===== config.mk =====
export PLATFORM = sky130hd
export DESIGN_NAME = vga_timing_gen
export DESIGN_NICKNAME = d
export VERILOG_FILES = /design/src/rtl/vga_timing_gen.sv
export SDC_FILE = /design/constraint.sdc
export NUM_CORES = 1
export LEC_CHECK = 0
export BUFFER_PORTS_ARGS = -buffer_cell sky130_fd_sc_hd__buf_2
export CAP_MARGIN = 25
export CORE_MARGIN = 10
export CORE_UTILIZATION = 35
export DETAILED_ROUTE_END_ITERATION = 8
export GPL_ROUTABILITY_DRIVEN = 0
export PLACE_DENSITY = 0.5
export SYNTH_ARGS = -nofsm -noshare
export SYNTH_HDL_FRONTEND = slang
export SYNTH_SLANG_ARGS = --single-unit

===== constraint.sdc =====
create_clock -name clk -period 3.5 [get_ports clk]
set_input_delay 0.35 -clock clk [delete_from_list [all_inputs] [get_ports clk]]
set_output_delay 0.35 -clock clk [all_outputs]
set_load 0.02 [all_outputs]

===== src/rtl/vga_timing_gen.sv =====
`default_nettype none
// +----------------------------------------------------------------------------+
// | vga_timing_gen : raster counters, sync pulses, valid flag and frame tick.  |
// | Rev 1.0                                                                    |
// +----------------------------------------------------------------------------+
module vga_timing_gen #(
   parameter int   H_ACTIVE = 640,
   parameter int   H_FRONT  = 16,
   parameter int   H_SYNC   = 96,
   parameter int   H_BACK   = 48,
   parameter int   V_ACTIVE = 480,
   parameter int   V_FRONT  = 10,
   parameter int   V_SYNC   = 2,
   parameter int   V_BACK   = 33,
   parameter logic SYNC_POL = 1'b0
) (
   input  logic       clk,
   input  logic       rst,
   output logic [9:0] col,
   output logic [9:0] row,
   output logic       valid,
   output logic       hsync,
   output logic       vsync,
   output logic       frame_tick,
   output logic [7:0] frame_count
);

   localparam int H_TOTAL = H_ACTIVE + H_FRONT + H_SYNC + H_BACK;
   localparam int V_TOTAL = V_ACTIVE + V_FRONT + V_SYNC + V_BACK;

   localparam logic [9:0] c_h_front = 10'(H_ACTIVE);
   localparam logic [9:0] c_h_sync  = 10'(H_ACTIVE + H_FRONT);
   localparam logic [9:0] c_h_back  = 10'(H_ACTIVE + H_FRONT + H_SYNC);
   localparam logic [9:0] c_h_last  = 10'(H_TOTAL - 1);
   localparam logic [9:0] c_v_front = 10'(V_ACTIVE);
   localparam logic [9:0] c_v_sync  = 10'(V_ACTIVE + V_FRONT);
   localparam logic [9:0] c_v_back  = 10'(V_ACTIVE + V_FRONT + V_SYNC);
   localparam logic [9:0] c_v_last  = 10'(V_TOTAL - 1);

   generate
      if (H_TOTAL > 1024) begin : g_h_width_check
         $error("vga_timing_gen: H_TOTAL %0d exceeds 1024", H_TOTAL);
      end
      if (V_TOTAL > 1024) begin : g_v_width_check
         $error("vga_timing_gen: V_TOTAL %0d exceeds 1024", V_TOTAL);
      end
   endgenerate

   typedef enum logic [1:0] {
      PH_ACTIVE = 2'd0,
      PH_FRONT  = 2'd1,
      PH_SYNC   = 2'd2,
      PH_BACK   = 2'd3
   } phase_e;

   logic [9:0] h_cnt_q, h_cnt_d;
   logic [9:0] v_cnt_q, v_cnt_d;
   phase_e     h_phase_q, h_phase_d;
   phase_e     v_phase_q, v_phase_d;
   logic       w_h_wrap;
   logic       w_frame_start;

   logic [9:0] col_q, row_q;
   logic       valid_q, hsync_q, vsync_q, frame_tick_q;
   logic [7:0] frame_count_q;

   // Phase is a function of the counter value it will describe; later boundaries win
   // so that zero-length porches collapse cleanly.
   function automatic phase_e next_phase(input phase_e     cur,
                                         input logic [9:0] cnt,
                                         input logic [9:0] front,
                                         input logic [9:0] sync,
                                         input logic [9:0] back);
      phase_e nxt;
      nxt = cur;
      if (cnt == 10'd0)       nxt = PH_ACTIVE;
      else if (cnt == back)   nxt = PH_BACK;
      else if (cnt == sync)   nxt = PH_SYNC;
      else if (cnt == front)  nxt = PH_FRONT;
      return nxt;
   endfunction

   always_comb begin
      w_h_wrap      = (h_cnt_q == c_h_last);
      h_cnt_d       = w_h_wrap ? 10'd0 : h_cnt_q + 10'd1;
      v_cnt_d       = v_cnt_q;
      v_phase_d     = v_phase_q;
      if (w_h_wrap) begin
         v_cnt_d   = (v_cnt_q == c_v_last) ? 10'd0 : v_cnt_q + 10'd1;
         v_phase_d = next_phase(v_phase_q, v_cnt_d, c_v_front, c_v_sync, c_v_back);
      end
      h_phase_d     = next_phase(h_phase_q, h_cnt_d, c_h_front, c_h_sync, c_h_back);
      w_frame_start = (h_cnt_q == 10'd0) && (v_cnt_q == c_v_front);
   end

   // Outputs sample the counter/phase state of the current pixel, so they lag the
   // counters by one edge and stay mutually aligned.
   always_ff @(posedge clk or posedge rst) begin
      if (rst) begin
         h_cnt_q       <= 10'd0;
         v_cnt_q       <= 10'd0;
         h_phase_q     <= PH_ACTIVE;
         v_phase_q     <= PH_ACTIVE;
         col_q         <= 10'd0;
         row_q         <= 10'd0;
         valid_q       <= 1'b0;
         hsync_q       <= ~SYNC_POL;
         vsync_q       <= ~SYNC_POL;
         frame_tick_q  <= 1'b0;
         frame_count_q <= 8'd0;
      end else begin
         h_cnt_q       <= h_cnt_d;
         v_cnt_q       <= v_cnt_d;
         h_phase_q     <= h_phase_d;
         v_phase_q     <= v_phase_d;
         col_q         <= h_cnt_q;
         row_q         <= v_cnt_q;
         valid_q       <= (h_phase_q == PH_ACTIVE) && (v_phase_q == PH_ACTIVE);
         hsync_q       <= (h_phase_q == PH_SYNC) ? SYNC_POL : ~SYNC_POL;
         vsync_q       <= (v_phase_q == PH_SYNC) ? SYNC_POL : ~SYNC_POL;
         frame_tick_q  <= w_frame_start;
         if (w_frame_start) begin
            frame_count_q <= frame_count_q + 8'd1;
         end
      end
   end

   assign col         = col_q;
   assign row         = row_q;
   assign valid       = valid_q;
   assign hsync       = hsync_q;
   assign vsync       = vsync_q;
   assign frame_tick  = frame_tick_q;
   assign frame_count = frame_count_q;

endmodule
`default_nettype wire


==> key figures <==
Run status
  • Status: complete, no violations

Synth
  • Synth Area in XOR/XNOR: 6.09%
  • Main combinational cell family by area after synthesis: simple AND/OR/NAND/NOR gates
  • Post-synthesis cell type count: 53
  • Adder-Cell Fraction of Synth Area: ~2.7%
  • Synthesized cell area: roughly 0.0027 mm²
  • FFs w/ async S/R, synth: 100%
  • Yosys reg bits: 56
  • Synthesized net count: 270
  • Synth Instances: between 200 and 300
  • Post-synthesis mux area share: 1.14%
  • Dominant synthesized flop cell: dfrtp_1
  • Syn avg cell area: around 10 µm²
  • EDFF count, synth: 0
  • Simple-Gate Fraction of Synth Area: 23.0%
  • Sequential area share after synthesis: between 50% and 60%
  • Compound-Gate Fraction of Synth Area: 11.6%
  • Ys Warns: 0

Timing
  • Final setup vio count: 0
  • Final Hold Viols: 0
  • Setup TNS: 0 ps
  • Worst Clk Skew: 16.3 ps
  • Setup WS post-layout: 742 ps
  • Pins Over Slew Limit: 0
  • RSZ-0062 raised after global routing: no
  • Worst slew margin: around 44%
  • Tightest Pin Transition: 840 ps
  • Post-route minimum period: between 2000 and 3000 ps
  • Fmax: 0.363 GHz
  • Final Hold Slack: 192 ps
  • Final period util: 78.8%

Final layout
  • Multi-input logic area: about 0.0012 mm²
  • Commonest non-fill, non-tap cells in the layout: dfrtp_1, buf_2, nand2_1
  • Commonest non-fill, non-tap cell in the layout: dfrtp_1
  • Layout cells sized above 1: 18.6%
  • Register Area: 0.00140 mm²
  • Ant. Diodes: 0
  • Core Util, Final: a little over 40%
  • Fillers: 782
  • Final net count: slightly below 300
  • Area growth from synthesis to layout: 12.6%

Clocking
  • Post-cts hold buffer count: 0
  • Cts bufs inserted: 5
  • Sink Count: 56
  • # Post-CTS Setup Buffers: 0
  • H-tree Lvls: 2
  • Clk root buf: clkbuf_8
  • Clk pin slew, worst setup/hold paths: 110 ps
  • Clk_lat worst skew: 320 ps
  • Max Buffers Root-to-Sink: 2
  • Post-CTS Resized: 0
  • CTS tree: done

Floorplanning
  • Number of core rows: 32
  • Core Region: 0.00765 mm²
  • I/O pin count: 34
  • Die area: between 0.01 and 0.015 mm²
  • Initial Utilization: 35.7%
  • Die width: about 110 µm
  • Die height: 108 µm

Detailed routing
  • Routed vias: 2053
  • Wire per inst: 15.5 µm
  • DRT antenna net count: 0
  • Total routed wirelength: 6.07 mm
  • Vias per cell: 5.24
  • First-pass DRT Iterations: 4
  • Residual DRC count: 0
  • DR iter-0 viols: slightly above 80

Job
  • Max-cap violations: 0

Placement
  • Post-DP HPWL: 4.26 mm
  • Setup Slack @ Placement: slightly below 800 ps
  • IO buf count: 33

Hold path
  • Worst min path class: in -> async

Pwr
  • Final total power: 1.08 mW
  • Static Leakage: roughly 1.4 nW
  • Maximum vdd drop: approximately 160 µV
  • P per Cell Area: between 300 and 400 mW/mm²

Global routing
  • Largest net degree at the start of global routing: 41
  • Initial antenna violation count: 0
  • Total gr overflow: 0
  • Total GRT Usage: 10.7%
  • First-pass GRT wire length: 10.3 mm
  • Vias in the first global route: 1977

Worst setup path
  • R2R cell count: 8
  • WS Path Type: reg -> reg
  • Worst R2R Start: v_cnt_q[0]
  • WP data required: ~3700 ps
  • Critical path startpoint category: flip-flop
  • Worst reg-to-reg setup slack: 740 ps
  • R2r endpoint: v_phase_q[1]
  • Crit path DAT: 2980 ps
  • Worst-path fanout max: 15
  • CP endpoint kind: flip-flop
[cells in the mapped netlist, drive strengths merged, types with 8 or more instances]
cell	n	area share (%)
dfrtp	54	49
o21ai	18	3.3
nand2	17	2.3
nand3	15	2.9
nor2	15	2.1
nand4	13	3.0
xnor2	12	3.8
inv	11	1.5
a21oi	9	1.8
clkbuf	8	1.1
[logic make-up after synthesis]
family	count (synthesis)
simple gates	106
fa+ha+maj	6
xor+xnor	19
mux	3
compound gates	46
buf+inv	26
flops	56
[worst max-delay path, cell delays in order (launching register included)]
cell       delay, ps
dfrtp_1          600
inv_1             90
ha_1             350
or4b_1           530
o2bb2ai_1        260
o21ai_1          100
a221oi_1         340
o221ai_1         180
a22o_1           200
[area by class of cell]
type | count | share of cell area (%)
inverter | 11 | 1.34
tap | 102 | 4.14
sequential | 56 | 45.6
multi-input combinational | 180 | 39.6
clock buffer | 6 | 2.36
timing repair buffer | 35 | 5.85
clock inverter | 2 | 1.14
[report_power, final]
group	total [mW]	internal, mW	switching, mW
registers	0.647	0.647	0
clock network	0.423	0.213	0.210
logic	0.0136	0.00122	0.0124
total	1.08	0.861	0.222
[registers in the layout (all words and copies together), names as in the netlist]
| name | count |
|---|---|
| frame_tick | 1 |
| col | 10 |
| v_cnt_q | 10 |
| valid | 1 |
| row | 10 |
| hsync | 1 |
| v_phase_q | 2 |
| h_phase_q | 2 |
| h_cnt_q | 10 |
| frame_count | 8 |
| vsync | 1 |
[worst max path at each step]
stage | startpoint | endpoint | slack [ps] | depth (start not counted)
final | v_cnt_q[0] | v_phase_q[1] | 740 | 8
after global routing | v_cnt_q[0] | v_phase_q[1] | 580 | 8
after CTS | v_cnt_q[0] | v_phase_q[1] | 760 | 8
after detailed placement | v_cnt_q[0] | v_phase_q[1] | 780 | 8
after global placement | v_cnt_q[0] | v_phase_q[1] | 890 | 8
after floorplan | v_cnt_q[0] | v_phase_q[1] | 920 | 9
[per-layer routing]
layer / global-route usage [%] / part of all wire (%) / up-vias
met1: 15.0 / 49 / 1003
met4: 3.86 / 0.73 / 0
met5: 0 / 0 / -
met3: 2.50 / 5.5 / 2
met2: 15.8 / 45 / 43
li1: - / - / 1005
[per-stage QoR]
stage          instances  instance area (µm²)
4_1_cts              392                 3080
3_5_place_dp         384                 2970
3_3_place_gp         384                 2970
2_1_floorplan        262                 2730
5_1_grt              392                 3080
6_report             392                 3080
Power figures use the tool's default switching activity.
